**src/rtl/tia_horizontal_timing_pkg.sv**
```systemverilog
// Shared horizontal timing constants, window record and decode helper for the TIA model.
package tia_horizontal_timing_pkg;

    typedef logic [7:0] cindex_t;
    typedef logic [1:0] phase_t;

    localparam int      TIA_LINE_CLOCKS  = 228;
    localparam cindex_t TIA_LAST_CINDEX  = cindex_t'(TIA_LINE_CLOCKS - 1);
    localparam cindex_t TIA_HSYNC_START  = 8'd16;
    localparam cindex_t TIA_HSYNC_END    = 8'd31;
    localparam cindex_t TIA_CBURST_START = 8'd32;
    localparam cindex_t TIA_CBURST_END   = 8'd47;
    localparam cindex_t TIA_HBLANK_END   = 8'd67;
    localparam cindex_t TIA_LHBLANK_END  = 8'd75;

    localparam phase_t  PHI1_PHASE = 2'd0;
    localparam phase_t  PHI2_PHASE = 2'd2;

    typedef struct packed {
        logic hsync;
        logic hblank;
        logic cburst;
    } h_windows_t;

    // Window levels for a given color-clock index; lhb widens the blank to the late edge.
    function automatic h_windows_t decode_windows(input cindex_t c, input logic lhb);
        h_windows_t w;
        w.hsync  = (c >= TIA_HSYNC_START) && (c <= TIA_HSYNC_END);
        w.cburst = (c >= TIA_CBURST_START) && (c <= TIA_CBURST_END);
        w.hblank = (c <= TIA_HBLANK_END) || (lhb && (c <= TIA_LHBLANK_END));
        return w;
    endfunction

endpackage

```
**src/rtl/tia_hclk_div.sv**
```systemverilog
// Divide-by-4 line phase counter; emits hphi1/hphi2 one-clock enables aligned to cindex.
module tia_hclk_div
    import tia_horizontal_timing_pkg::*;
(
    input  logic clock,
    input  logic reset,
    input  logic rsync,
    output logic hphi1,
    output logic hphi2
);

    phase_t phase;
    phase_t phase_next;

    // The line is 57 phases long, so the free-running phase always equals cindex%4.
    always_comb begin
        phase_next = phase + 2'd1;
        if (rsync) phase_next = PHI1_PHASE;
    end

    // NOTE: state registers use non-blocking assignments so every flop samples pre-edge values.
    always_ff @(posedge clock or posedge reset) begin
        if (reset) begin
            phase <= PHI1_PHASE;
            hphi1 <= 1'b1;
            hphi2 <= 1'b0;
        end else begin
            phase <= phase_next;
            hphi1 <= (phase_next == PHI1_PHASE);
            hphi2 <= (phase_next == PHI2_PHASE);
        end
    end

endmodule

```
**src/rtl/tia_horizontal_timing.sv**
```systemverilog
// TIA horizontal sequencer: line counter, sync/blank/burst windows, late HBLANK and WSYNC release.
module tia_horizontal_timing
    import tia_horizontal_timing_pkg::*;
(
    input  logic       clock,
    input  logic       reset,
    input  logic       rsync,
    input  logic       wsync,
    input  logic       hmove,
    output logic [7:0] cindex,
    output logic [5:0] hcount,
    output logic       hphi1,
    output logic       hphi2,
    output logic       hsync,
    output logic       hblank,
    output logic       cburst,
    output logic       motck_en,
    output logic       rdy
);

    cindex_t    cindex_next;
    logic       line_start;
    logic       lhb_pending;
    logic       lhb_active;
    logic       lhb_pending_next;
    logic       lhb_active_next;
    logic       quick_release;
    logic       quick_release_next;
    logic       rdy_next;
    logic       wsync_take;
    h_windows_t win_next;

    tia_hclk_div u_hclk_div (
        .clock (clock),
        .reset (reset),
        .rsync (rsync),
        .hphi1 (hphi1),
        .hphi2 (hphi2)
    );

    assign hcount = cindex[7:2];

    // NOTE: every combinational output gets a default first, so no path can infer a latch.
    always_comb begin
        cindex_next = cindex + 8'd1;
        if (rsync || (cindex == TIA_LAST_CINDEX)) cindex_next = '0;
        line_start = (cindex_next == 8'd0);
    end

    // An HMOVE on the line-start clock (natural wrap or RSYNC) lands on the line now starting.
    always_comb begin
        lhb_active_next  = lhb_active;
        lhb_pending_next = lhb_pending;
        if (line_start) begin
            lhb_active_next  = lhb_pending | hmove;
            lhb_pending_next = 1'b0;
        end else if (hmove) begin
            if (cindex <= TIA_HBLANK_END) lhb_active_next  = 1'b1;
            else                          lhb_pending_next = 1'b1;
        end
    end

    // A WSYNC coinciding with a natural wrap releases one clock later instead of a full line later.
    always_comb begin
        wsync_take         = wsync && rdy;
        rdy_next           = rdy;
        quick_release_next = 1'b0;
        if (wsync_take) begin
            rdy_next           = 1'b0;
            quick_release_next = line_start && !rsync;
        end else if (quick_release || line_start) begin
            rdy_next = 1'b1;
        end
    end

    always_comb begin
        win_next = decode_windows(cindex_next, lhb_active_next);
    end

    always_ff @(posedge clock or posedge reset) begin
        if (reset) begin
            cindex        <= '0;
            lhb_pending   <= 1'b0;
            lhb_active    <= 1'b0;
            quick_release <= 1'b0;
            rdy           <= 1'b1;
            hsync         <= 1'b0;
            hblank        <= 1'b1;
            cburst        <= 1'b0;
            motck_en      <= 1'b0;
        end else begin
            cindex        <= cindex_next;
            lhb_pending   <= lhb_pending_next;
            lhb_active    <= lhb_active_next;
            quick_release <= quick_release_next;
            rdy           <= rdy_next;
            hsync         <= win_next.hsync;
            hblank        <= win_next.hblank;
            cburst        <= win_next.cburst;
            motck_en      <= ~win_next.hblank;
        end
    end

endmodule
```
**config.mk**
```make
export PLATFORM = sky130hd
export DESIGN_NAME = tia_horizontal_timing
export DESIGN_NICKNAME = d
export VERILOG_FILES = /design/src/rtl/tia_horizontal_timing_pkg.sv /design/src/rtl/tia_hclk_div.sv /design/src/rtl/tia_horizontal_timing.sv
export SDC_FILE = /design/constraint.sdc
export NUM_CORES = 1
export LEC_CHECK = 0
export CORE_MARGIN = 8
export CORE_UTILIZATION = 52
export DETAILED_ROUTE_END_ITERATION = 10
export MAX_ROUTING_LAYER = met4
export PLACE_DENSITY_LB_ADDON = 0.25
export RECOVER_POWER = 25
export SLEW_MARGIN = 20
export SYNTH_ARGS = -nofsm -noshare
export SYNTH_HDL_FRONTEND = slang
export SYNTH_SLANG_ARGS = --single-unit
```
**constraint.sdc**
```tcl
create_clock -name clock -period 3.3 [get_ports clock]
set_clock_uncertainty 0.05 [all_clocks]
set_input_delay 0.33 -clock clock [delete_from_list [all_inputs] [get_ports clock]]
set_output_delay 0.33 -clock clock [all_outputs]
set_load 0.03 [all_outputs]
```
==> insert_results.sql, run 1 <==
INSERT INTO impl_metrics (metric_group, metric, value, unit) VALUES
('grt', 'grt_start_max_net_pins', '21', ''),
('synthesis', 'synth_fp_nets', '114', ''),
('clock_network', 'clk_transition_reported_paths', '110', 'ps'),
('critical_path', 'worstReg2RegStart', 'cindex[0]', ''),
('die', 'placementRows', '17', ''),
('power_and_ir_drop', 'power.share.switching', '26.5', '%'),
('placed_design', 'dp_hpwl', '1640', 'microns'),
('synthesis', 'synth_cell_type_count', '39', ''),
('synthesis', 'ys_warn_count', '0', ''),
('drt', 'drt_iter0_drc', '9', ''),
('clock_network', 'cts.hold.buffers_added', '0', ''),
('synthesis', 'mappedNetlistArea', '1130', 'sq um'),
('die', 'io_pins', '26', ''),
('timing', 'fin_tns_setup', '0', 'ps'),
('synthesis', 'yosys-top-cells-count', '17 x sky130_fd_sc_hd__dfrtp_1, 12 x sky130_fd_sc_hd__nor2_1, 7 x sky130_fd_sc_hd__buf_4', ''),
('critical_path', 'reg2reg_end', 'motck_en', ''),
('synthesis', 'cell_count_after_synthesis', '108', ''),
('placed_design', 'routability_congestion', '0.859', ''),
('timing', 'worst_pin_slew', '717', 'ps'),
('grt', 'initial_antenna_violation_count', '0', ''),
('drt', 'wl_per_cell', '13.8', 'microns'),
('timing', 'timing_hold_violations_final', '0', ''),
('timing', 'maxSlewViolCount', '0', ''),
('drt', 'antenna_violating_nets_post_route', '0', ''),
('clock_network', 'cts_sinks', '20', ''),
('synthesis', 'async_reset_ff_share', '100', '%'),
('drt', 'drt_pass1_iterations', '4', ''),
('timing', 'final_period_minus_worst_setup_slack', '2250', 'ps'),
('power_and_ir_drop', 'power.sequential.fraction', '55.4', '%'),
('power_and_ir_drop', 'p_leak', '0.570', 'nW'),
('grt', 'track_usage', '11.6', '%'),
('critical_path', 'worst_setup_sp_type', 'flop', ''),
('die', 'die_x', '62.6', 'microns'),
('drt', 'vias', '824', ''),
('drt', 'route.met2.wl', '992', 'microns'),
('synthesis', 'yosysTopAreaCell', 'sky130_fd_sc_hd__dfrtp_1', ''),
('power_and_ir_drop', 'switchingPower', '0.129', 'mW'),
('drt', 'route.detailed.drc', '0', ''),
('cells_and_area', 'diodes', '0', ''),
('worst_hold_path', 'worst_hold_path_type', 'flop to flop', ''),
('timing', 'grt_setup_unrepaired', 'false', ''),
('drt', 'routed.top_layer', 'met3', ''),
('worst_hold_path', 'whs_path_depth', '1', ''),
('synthesis', 'yosys_most_used_dff', 'sky130_fd_sc_hd__dfrtp_1', ''),
('critical_path', 'reg2reg_setup_slack', '1050', 'ps'),
('clock_network', 'htree_num_levels', '1', ''),
('drt', 'metal1_wirelength', '1010', 'microns'),
('clock_network', 'number_of_buffers_added_by_the_clock_tree_synthesis_step', '3', ''),
('run', 'drv_cap', '0', ''),
('die', 'floorplan.initialDensity', '53.1', '%'),
('drt', 'vias_per_cell', '5.39', ''),
('critical_path', 'worst-endpoint-required', '3420', 'ps'),
('clock_network', 'postCtsResizedCells', '0', ''),
('run_status', 'status', 'finished, final reports clean', ''),
('power_and_ir_drop', 'pwr-share-comb', '16.6', '%'),
('critical_path', 'crit_type', 'flop to flop', ''),
('synthesis', 'synthesis.area_per_instance', '10.4', 'sq um'),
('power_and_ir_drop', 'power', '0.488', 'mW'),
('timing', 'max_slew_margin', '52.2', '%'),
('die', 'floorplan.core_area', '2130', 'sq um'),
('synthesis', 'synth-edff-count', '0', ''),
('die', 'die_h', '62.6', 'microns'),
('power_and_ir_drop', 'internal_power', '0.359', 'mW'),
('timing', 'fmax', '445', 'MHz'),
('critical_path', 'critical_path.max_fanout', '12', ''),
('clock_network', 'tritoncts_clock_tree', 'built', ''),
('critical_path', 'r2r.worst_path.cells', '7', ''),
('drt', 'met3WireLength', '105', 'microns'),
('synthesis', 'synth_seq_cells', '20', ''),
('power_and_ir_drop', 'power_density', '360', 'nW/um^2'),
('clock_network', 'ctsLongestPathBuffers', '2', '');
-- layer usage --
| metal | global-route usage, % | vias up |
|---|---|---|
| met5 | - | - |
| met3 | 3.41 | 0 |
| li1 | - | 406 |
| met4 | 3.13 | 0 |
| met1 | 13.6 | 402 |
| met2 | 19.0 | 16 |
-- worst max-delay path, stage by stage (launching register included) --
cell and delay [ps]:
sky130_fd_sc_hd__dfrtp_1 500, sky130_fd_sc_hd__ha_1 390, sky130_fd_sc_hd__and2_1 220, sky130_fd_sc_hd__a21oi_1 170, sky130_fd_sc_hd__nor3_1 100, sky130_fd_sc_hd__o31ai_4 270
sky130_fd_sc_hd__mux2i_1 310, sky130_fd_sc_hd__a31oi_1 120
-- cell usage in the layout, fill, tap and decap left out, types with 2 or more instances in the layout --
cell type / n
sky130_fd_sc_hd__and3_4: 2
sky130_fd_sc_hd__and2_1: 2
sky130_fd_sc_hd__xnor2_1: 5
sky130_fd_sc_hd__a21oi_1: 6
sky130_fd_sc_hd__nor2_1: 12
sky130_fd_sc_hd__dfrtp_1: 17
sky130_fd_sc_hd__o2bb2ai_1: 2
sky130_fd_sc_hd__dfstp_2: 3
sky130_fd_sc_hd__nor2b_1: 2
sky130_fd_sc_hd__clkbuf_4: 3
sky130_fd_sc_hd__a21o_1: 2
sky130_fd_sc_hd__inv_1: 5
sky130_fd_sc_hd__or2_2: 2
sky130_fd_sc_hd__and3_1: 2
sky130_fd_sc_hd__nor3_1: 4
sky130_fd_sc_hd__mux2i_1: 2
sky130_fd_sc_hd__nand2_1: 2
sky130_fd_sc_hd__dlygate4sd3_1: 2
sky130_fd_sc_hd__a311oi_1: 2
sky130_fd_sc_hd__clkdlybuf4s50_1: 23
sky130_fd_sc_hd__nand2b_1: 2
sky130_fd_sc_hd__nor3b_1: 2
sky130_fd_sc_hd__a31oi_1: 2
sky130_fd_sc_hd__nand3_1: 3
-- flip-flops by register name (all words and copies together), names as in the netlist --
name and count:
u_hclk_div.hphi1 1, cindex 8, lhb_pending 1, hsync 1
quick_release 1, rdy 1, hblank 1, lhb_active 1
u_hclk_div.hphi2 1, motck_en 1, cburst 1, u_hclk_div.phase 2
-- cell type report --
type	count	area, sq um
inverters	5	18.8
clock buffers	4	36.3
well taps	28	35.0
multi-input cells	71	512
flip-flops and latches	20	504
fillers	174	771
repair buffers	25	250
-- cells by family (layout without fill, tap and decap cells) --
kind of cell,Yosys count,count (layout),share of synthesized area [%]
AO/OA/AOI/OAI,21,21,16.1
XOR/XNOR,6,6,4.66
adder cells (fa/ha/maj),1,1,1.11
buffers and inverters,17,34,9.98
flip-flops,20,20,44.7
multiplexers,2,2,1.77
AND/OR/NAND/NOR,41,41,21.7
-- power groups by stage --
stage / sequential, mW / clock [mW] / combinational (mW)
after floorplan: 0.286 / 0 / 0.0435
after global placement: 0.275 / 0 / 0.0816
after detailed placement: 0.275 / 0 / 0.0823
after CTS: 0.270 / 0.143 / 0.0824
after global routing: 0.272 / 0.154 / 0.0882
final: 0.270 / 0.137 / 0.0811
-- metrics by stage --
| step | hold slack, ps | instance area (sq um) | util (%) | worst slack, ps | std cells |
|---|---|---|---|---|---|
| 6_report | 447 | 1360 | 63.8 | 1050 | 153 |
| 5_1_grt | 456 | 1360 | 63.8 | 875 | 153 |
| 4_1_cts | 421 | 1360 | 63.8 | 1040 | 153 |
| 3_5_place_dp | 431 | 1320 | 62.1 | 1010 | 149 |
| 3_3_place_gp | 418 | 1320 | 62.1 | 1050 | 149 |
| 2_1_floorplan | 242 | 1130 | - | 1100 | 108 |
-- worst max path at each step --
| stage | startpoint | endpoint | slack (ps) | cells after the start |
|---|---|---|---|---|
| 2_1_floorplan | cindex[0] | motck_en | 1100 | 8 |
| 3_3_place_gp | rsync | motck_en | 1050 | 6 |
| 3_5_place_dp | rsync | motck_en | 1010 | 6 |
| 4_1_cts | cindex[0] | motck_en | 1040 | 7 |
| 5_1_grt | cindex[0] | motck_en | 870 | 7 |
| 6_report | cindex[0] | motck_en | 1050 | 7 |
No activity file was read; power rests on OpenSTA's default activity.
==> run 2, diff against run 1 <==
- CORE_UTILIZATION: 52 -> 44
- clock period: 3.3 -> 1.9 ns (I/O delays scaled with it)
==> run 2 against run 1 <==
- the flow now finishes with violations (negative setup slack)
- worst hold slack lost 59 ps
- critical path depth shrank 1
- cell count grew 17%
- combinational power grew to 2.6 times the previous value
- sequential cell count is the same
- clock-buffer cell count is the same
- power grew 90%
- worst setup slack lost 1100 ps
- die area grew 13%
- design area grew 21%
- utilization grew 3.0 points
- critical path type unchanged
- critical endpoint unchanged
- largest cell class unchanged
==> insert_results.sql, run 2 (same netlist as run 1, synthesis figures left out) <==
INSERT INTO impl_metrics (metric_group, metric, value, unit) VALUES
('die', 'floorplan.initialDensity', '46.0', '%'),
('grt', 'grt_first_pass_wirelength', '4610', 'microns'),
('cells_and_area', 'post_route_cells_drive_above_1_share', '36.9', '%'),
('run_status', 'failed_checks', 'negative setup slack', ''),
('critical_path', 'crit_arrival', '2030', 'ps'),
('critical_path', 'critical_path_buf_inv_count', '0', ''),
('cells_and_area', 'largest_reg_flops', '8', ''),
('critical_path', 'worst-endpoint-required', '2030', 'ps'),
('placed_design', 'routability_congestion', '0.898', ''),
('placed_design', 'placedCellCount', '169', ''),
('die', 'die_x', '66.6', 'microns'),
('critical_path', 'critical-path-top-delay-family', 'compound AO/OA/AOI/OAI gates', ''),
('timing', 'timing_hold_violations_final', '0', ''),
('clock_network', 'tritoncts_clock_tree', 'built', ''),
('power_and_ir_drop', 'p_leak', '0.709', 'nW'),
('drt', 'wl_per_cell', '16.3', 'microns'),
('timing', 'worst_hold_slack', '388', 'ps'),
('grt', 'grt_start_max_net_pins', '21', ''),
('critical_path', 'worst_path_largest_cell_delay', '480', 'ps'),
('grt', 'track_usage', '13.8', '%'),
('critical_path', 'reg2reg_end', 'motck_en', ''),
('critical_path', 'worst_setup_path_end_kind', 'flop', ''),
('cells_and_area', 'layout.filler_cells', '208', ''),
('worst_hold_path', 'hold_start', 'wsync', ''),
('cells_and_area', 'most-common-layout-cells', '23 x sky130_fd_sc_hd__clkdlybuf4s50_1, 22 x sky130_fd_sc_hd__buf_4, 12 x sky130_fd_sc_hd__nor2_1, 11 x sky130_fd_sc_hd__dfrtp_1, 6 x sky130_fd_sc_hd__dfrtp_2', ''),
('die', 'io_pins', '26', ''),
('clock_network', 'number_of_buffers_added_by_the_clock_tree_synthesis_step', '3', ''),
('cells_and_area', 'reg.largest.list', 'cindex: 8 flops, u_hclk_div.phase: 2 flops', ''),
('critical_path', 'path_cells', 'and3_4, a311oi_4, o221ai_4, o31ai_4, mux2i_2, a31oi_1', ''),
('worst_hold_path', 'hold_path_end', 'quick_release', ''),
('drt', 'antenna_violating_nets_post_route', '0', ''),
('drt', 'detail_route.wirelength', '2920', 'microns'),
('timing', 'final_period_minus_worst_setup_slack', '1900', 'ps'),
('drt', 'drt_pass1_iterations', '4', ''),
('critical_path', 'reg2reg_setup_slack', '-4', 'ps'),
('drt', 'route.detailed.drc', '0', ''),
('clock_network', 'clk-insertion-delay-late', '300', 'ps'),
('die', 'placementRows', '18', ''),
('cells_and_area', 'area_growth_syn_to_layout', '45.2', '%'),
('clock_network', 'ctsLongestPathBuffers', '2', ''),
('critical_path', 'slowest_stage', 'sky130_fd_sc_hd__dfrtp_2', ''),
('power_and_ir_drop', 'ir_worst_vdd', '0.484', 'mV'),
('drt', 'vias_per_cell', '5.23', ''),
('worst_hold_path', 'whs_path_depth', '3', ''),
('timing', 'max_slew_margin', '30.8', '%'),
('run_status', 'status', 'finished, violations left', ''),
('run', 'drv_cap', '0', ''),
('critical_path', 'r2r.worst_path.cells', '6', ''),
('die', 'die_h', '66.6', 'microns'),
('placed_design', 'io_buffers', '25', ''),
('power_and_ir_drop', 'power_density', '566', 'nW/um^2'),
('clock_network', 'clk_transition_reported_paths', '120', 'ps'),
('placed_design', 'place_ws', '-15.0', 'ps'),
('timing', 'maxSlewViolCount', '0', ''),
('die', 'floorplan.core_area', '2450', 'sq um'),
('power_and_ir_drop', 'power', '0.928', 'mW'),
('clock_network', 'clockRootBuffer', 'sky130_fd_sc_hd__clkbuf_4', ''),
('clock_network', 'htree_num_levels', '1', ''),
('critical_path', 'worst_setup_sp_type', 'flop', ''),
('critical_path', 'critical_path.max_fanout', '7', ''),
('cells_and_area', 'layout_commonest_cell', 'sky130_fd_sc_hd__clkdlybuf4s50_1', ''),
('timing', 'fmax', '525', 'MHz'),
('worst_hold_path', 'worst_hold_path_type', 'input pin to flop', ''),
('die', 'die_area', '4440', 'sq um'),
('timing', 'worst_pin_slew', '1040', 'ps'),
('cells_and_area', 'diodes', '0', ''),
('timing', 'post-route-worst-setup-slack', '-4.11', 'ps'),
('timing', 'setup_violations', '1', ''),
('timing', 'final_min_period_over_clock_period', '100', '%'),
('critical_path', 'worstReg2RegStart', 'cindex[2]', ''),
('grt', 'initial_antenna_violation_count', '0', ''),
('clock_network', 'cts.hold.buffers_added', '0', ''),
('timing', 'fin_tns_setup', '-4.11', 'ps'),
('cells_and_area', 'finish.net_count', '156', ''),
('cells_and_area', 'largest_register_by_flop_count', 'cindex', ''),
('drt', 'vias', '936', ''),
('grt', 'globalRouteOverflowTotal', '0', ''),
('grt', 'vias_in_the_first_global_route', '976', ''),
('placed_design', 'dp_hpwl', '2030', 'microns'),
('clock_network', 'cts_sinks', '20', ''),
('cells_and_area', 'post_layout_nonfiller_instances', '179', ''),
('drt', 'drt_iter0_drc', '23', ''),
('timing', 'grt_setup_unrepaired', 'true', ''),
('critical_path', 'crit_type', 'flop to flop', '');
-- run 2: cell count changes in the layout (fill, tap and decap cells not counted), moves of 2 or more --
cell | before | now
sky130_fd_sc_hd__nor3_1 | 4 | 2
sky130_fd_sc_hd__dfrtp_2 | 0 | 6
sky130_fd_sc_hd__a311oi_1 | 2 | 0
sky130_fd_sc_hd__buf_4 | 0 | 22
sky130_fd_sc_hd__dfrtp_1 | 17 | 11
-- run 2: worst min-delay path: stages --
cell and delay, ps:
sky130_fd_sc_hd__clkdlybuf4s50_1 390, sky130_fd_sc_hd__nand2_1 80, sky130_fd_sc_hd__nor3_1 40
-- run 2: worst max path at each step --
stage,start,end,slack [ps],depth (start not counted)
2_1_floorplan,cindex[2],motck_en,-80,8
3_3_place_gp,rsync,motck_en,20,6
3_5_place_dp,rsync,motck_en,-20,5
4_1_cts,cindex[2],motck_en,2,6
5_1_grt,cindex[2],motck_en,-60,6
6_report,cindex[2],motck_en,-4,6
-- run 2: through the flow --
step           utilization, %  instance area (sq um)
4_1_cts                  64.7                   1590
3_5_place_dp             60.8                   1490
5_1_grt                  66.8                   1640
2_1_floorplan               -                   1170
6_report                 66.8                   1640
3_3_place_gp             60.8                   1490
-- run 2: report_power, final --
| group | switching [mW] | total, mW | internal [mW] |
|---|---|---|---|
| sequential | 0.0168 | 0.467 | 0.450 |
| combinational | 0.113 | 0.211 | 0.0989 |
| clock | 0.134 | 0.250 | 0.117 |
| total | 0.263 | 0.928 | 0.666 |
-- run 2: per-layer routing --
| metal | track usage [%] | share of wire [%] | up-vias |
|---|---|---|---|
| met5 | - | 0 | - |
| met4 | 4.80 | 0.45 | 0 |
| met3 | 3.02 | 5.1 | 2 |
| met2 | 22.6 | 50 | 22 |
| met1 | 16.3 | 44 | 454 |
| li1 | - | - | 458 |
-- run 2: final cells by class --
cell class,instances,area [sq um],area share (%)
timing repair buffer,49,433,26.4
sequential,20,512,31.2
multi-input combinational,71,602,36.7
tap,30,37.5,2.29
inverter,5,18.8,1.15
clock buffer,4,36.3,2.21
-- run 2: what timing repair did --
| action | 4_1_cts | 5_1_grt |
|---|---|---|
| endpoints found under the hold margin | 0 | 0 |
| pin swaps | 5 | 3 |
| gates resized for setup | 8 | 7 |
| buffers inserted | 3 | 3 |
| endpoints found under the setup margin | 2 | 2 |
==> run 3, diff against run 2 <==
- CELL_PAD_IN_SITES_DETAIL_PLACEMENT: unset -> 1
- CELL_PAD_IN_SITES_GLOBAL_PLACEMENT: unset -> 2
- CORE_UTILIZATION: 44 -> 27
- clock period: 1.9 -> 1.73 ns (I/O delays scaled with it)
==> run 3 against run 2 <==
- maximum frequency grew 1.3%
- the run still ends with negative setup slack left
- sequential power grew 9.2%
- sequential share of layout area is 3.5 points lower
==> insert_results.sql, run 3 (same netlist as run 1, synthesis figures left out) <==
INSERT INTO impl_metrics (metric_group, metric, value, unit) VALUES
('clock_network', 'clk-insertion-delay-late', '260', 'ps'),
('die', 'die_h', '80.7', 'microns'),
('die', 'floorplan.core_area', '4000', 'sq um'),
('cells_and_area', 'multi_input_comb_area', '639', 'sq um'),
('die', 'die_area', '6500', 'sq um'),
('cells_and_area', 'layout.core_utilization', '46.2', '%'),
('clock_network', 'clockRootBuffer', 'sky130_fd_sc_hd__clkbuf_8', ''),
('clock_network', 'ctsLongestPathBuffers', '2', ''),
('cells_and_area', 'diodes', '0', ''),
('cells_and_area', 'area_growth_syn_to_layout', '63.7', '%'),
('die', 'die_x', '80.7', 'microns'),
('critical_path', 'worst_setup_sp_type', 'flop', ''),
('critical_path', 'crit_type', 'flop to flop', ''),
('timing', 'fin_tns_setup', '-388', 'ps'),
('timing', 'grt_setup_unrepaired', 'true', ''),
('clock_network', 'clk_transition_reported_paths', '80', 'ps'),
('cells_and_area', 'finish.instance_area', '1850', 'sq um'),
('cells_and_area', 'largest_register_by_flop_count', 'cindex', ''),
('critical_path', 'worst-endpoint-required', '1880', 'ps'),
('timing', 'post-route-worst-setup-slack', '-149', 'ps'),
('grt', 'globalRouteOverflowTotal', '0', ''),
('power_and_ir_drop', 'ir_worst_vdd', '0.261', 'mV'),
('timing', 'final_period_minus_worst_setup_slack', '1880', 'ps'),
('timing', 'final_min_period_over_clock_period', '109', '%'),
('power_and_ir_drop', 'power_density', '673', 'nW/um^2'),
('clock_network', 'tritoncts_clock_tree', 'built', ''),
('drt', 'vias', '1024', ''),
('clock_network', 'cts.hold.buffers_added', '0', ''),
('clock_network', 'cts_sinks', '20', ''),
('grt', 'track_usage', '10.9', '%'),
('clock_network', 'htree_num_levels', '1', ''),
('critical_path', 'crit_arrival', '2030', 'ps'),
('placed_design', 'dpl-instance-area', '1620', 'sq um'),
('grt', 'initial_antenna_violation_count', '0', ''),
('timing', 'timing_hold_violations_final', '0', ''),
('placed_design', 'dp_hpwl', '2510', 'microns'),
('die', 'io_pins', '26', ''),
('die', 'placementRows', '23', ''),
('die', 'floorplan.initialDensity', '28.2', '%'),
('run_status', 'failed_checks', 'negative setup slack', ''),
('cells_and_area', 'layout.filler_cells', '434', ''),
('worst_hold_path', 'worst_hold_path_type', 'input pin to flop', ''),
('drt', 'route.detailed.drc', '0', ''),
('cells_and_area', 'reg.largest.list', 'cindex: 8 flops, u_hclk_div.phase: 2 flops', ''),
('cells_and_area', 'most-common-layout-cells', '31 x sky130_fd_sc_hd__buf_4, 11 x sky130_fd_sc_hd__nor2_1, 11 x sky130_fd_sc_hd__dfrtp_1, 10 x sky130_fd_sc_hd__clkdlybuf4s50_1, 8 x sky130_fd_sc_hd__dlymetal6s2s_1', ''),
('run_status', 'status', 'finished, violations left', ''),
('drt', 'drt_pass1_iterations', '4', ''),
('grt', 'grt_first_pass_wirelength', '5420', 'microns'),
('timing', 'worst_pin_slew', '1040', 'ps'),
('critical_path', 'critical_path.max_fanout', '5', ''),
('cells_and_area', 'largest_reg_flops', '8', ''),
('cells_and_area', 'layout.area.seq', '512', 'sq um'),
('run', 'drv_cap', '0', ''),
('timing', 'fmax', '532', 'MHz'),
('timing', 'maxSlewViolCount', '0', ''),
('power_and_ir_drop', 'p_leak', '0.932', 'nW'),
('drt', 'antenna_violating_nets_post_route', '0', ''),
('placed_design', 'io_buffers', '25', ''),
('cells_and_area', 'finish.net_count', '168', ''),
('clock_network', 'number_of_buffers_added_by_the_clock_tree_synthesis_step', '3', ''),
('critical_path', 'worst_setup_path_end_kind', 'flop', ''),
('drt', 'drt_iter0_drc', '33', ''),
('cells_and_area', 'layout_commonest_cell', 'sky130_fd_sc_hd__buf_4', ''),
('drt', 'detail_route.wirelength', '3340', 'microns'),
('drt', 'wl_per_cell', '15.8', 'microns'),
('power_and_ir_drop', 'power', '1.24', 'mW'),
('drt', 'vias_per_cell', '4.85', ''),
('timing', 'max_slew_margin', '30.7', '%'),
('grt', 'grt_start_max_net_pins', '21', ''),
('grt', 'vias_in_the_first_global_route', '1122', ''),
('placed_design', 'routability_congestion', '0.766', ''),
('timing', 'setup_violations', '3', ''),
('cells_and_area', 'post_route_cells_drive_above_1_share', '44.1', '%');
-- run 3: changes by cell type in the layout (fill, tap and decap cells not counted), moves of 2 or more --
cell,change
sky130_fd_sc_hd__dlygate4sd2_1,+6
sky130_fd_sc_hd__buf_6,+3
sky130_fd_sc_hd__clkbuf_8,+2
sky130_fd_sc_hd__buf_4,+9
sky130_fd_sc_hd__dlymetal6s2s_1,+7
sky130_fd_sc_hd__clkdlybuf4s50_1,-13
sky130_fd_sc_hd__clkbuf_4,-3
-- run 3: critical path, stage by stage, from the launching register on --
cell and delay [ps]:
sky130_fd_sc_hd__dfrtp_2 440, sky130_fd_sc_hd__ha_4 190, sky130_fd_sc_hd__buf_6 120, sky130_fd_sc_hd__buf_6 110, sky130_fd_sc_hd__nand3b_1 210, sky130_fd_sc_hd__a21oi_2 180
sky130_fd_sc_hd__o2bb2ai_1 70, sky130_fd_sc_hd__nand2b_1 120, sky130_fd_sc_hd__o31ai_4 110, sky130_fd_sc_hd__a31o_1 220
-- run 3: cell type report --
class / instances / area share (%)
clock buffer: 3 / 2.23
clock inverter: 1 / 1.62
inverter: 5 / 1.02
tap: 50 / 3.39
sequential: 20 / 27.7
multi-input combinational: 71 / 34.6
timing repair buffer: 61 / 29.5
-- run 3: repair_timing --
action                                  in CTS  in global routing
setup buffers                                5                  0
gates resized for setup                     22                 16
pin swaps                                    9                  4
endpoints found under the setup margin      10                 16
-- run 3: per-layer routing --
| layer | vias to the layer above | wire (microns) | track usage (%) |
|---|---|---|---|
| met5 | - | 0 | - |
| met4 | 0 | 17 | 3.21 |
| met3 | 2 | 250 | 2.90 |
| met2 | 30 | 1680 | 18.2 |
| met1 | 512 | 1400 | 12.4 |
| li1 | 480 | - | - |
-- run 3: metrics by stage --
step	cells	setup WS, ps	hold WS [ps]
6_report	211	-149	417
5_1_grt	211	-218	453
4_1_cts	211	-131	205
3_5_place_dp	202	-205	423
3_3_place_gp	202	-112	412
2_1_floorplan	108	-246	84.2
-- run 3: power by group --
group | switching [mW] | leakage, nW | internal (mW)
sequential | 0.0163 | 0.251 | 0.494
clock | 0.170 | 0.0357 | 0.309
combinational | 0.134 | 0.645 | 0.121
-- run 3: worst paths after layout --
| check | slack (ps) | endpoint | start | depth (start not counted) |
|---|---|---|---|---|
| min in group asynchronous | 620 | u_hclk_div.phase[1] | reset | 3 |
| max reg2reg | -150 | hblank | cindex[0] | 9 |
| min reg2reg | 430 | u_hclk_div.phase[0] | u_hclk_div.phase[0] | 1 |
| max in group asynchronous | 310 | cindex[1] | reset | 3 |
| min | 420 | quick_release | wsync | 3 |
| max | -150 | hblank | cindex[0] | 9 |
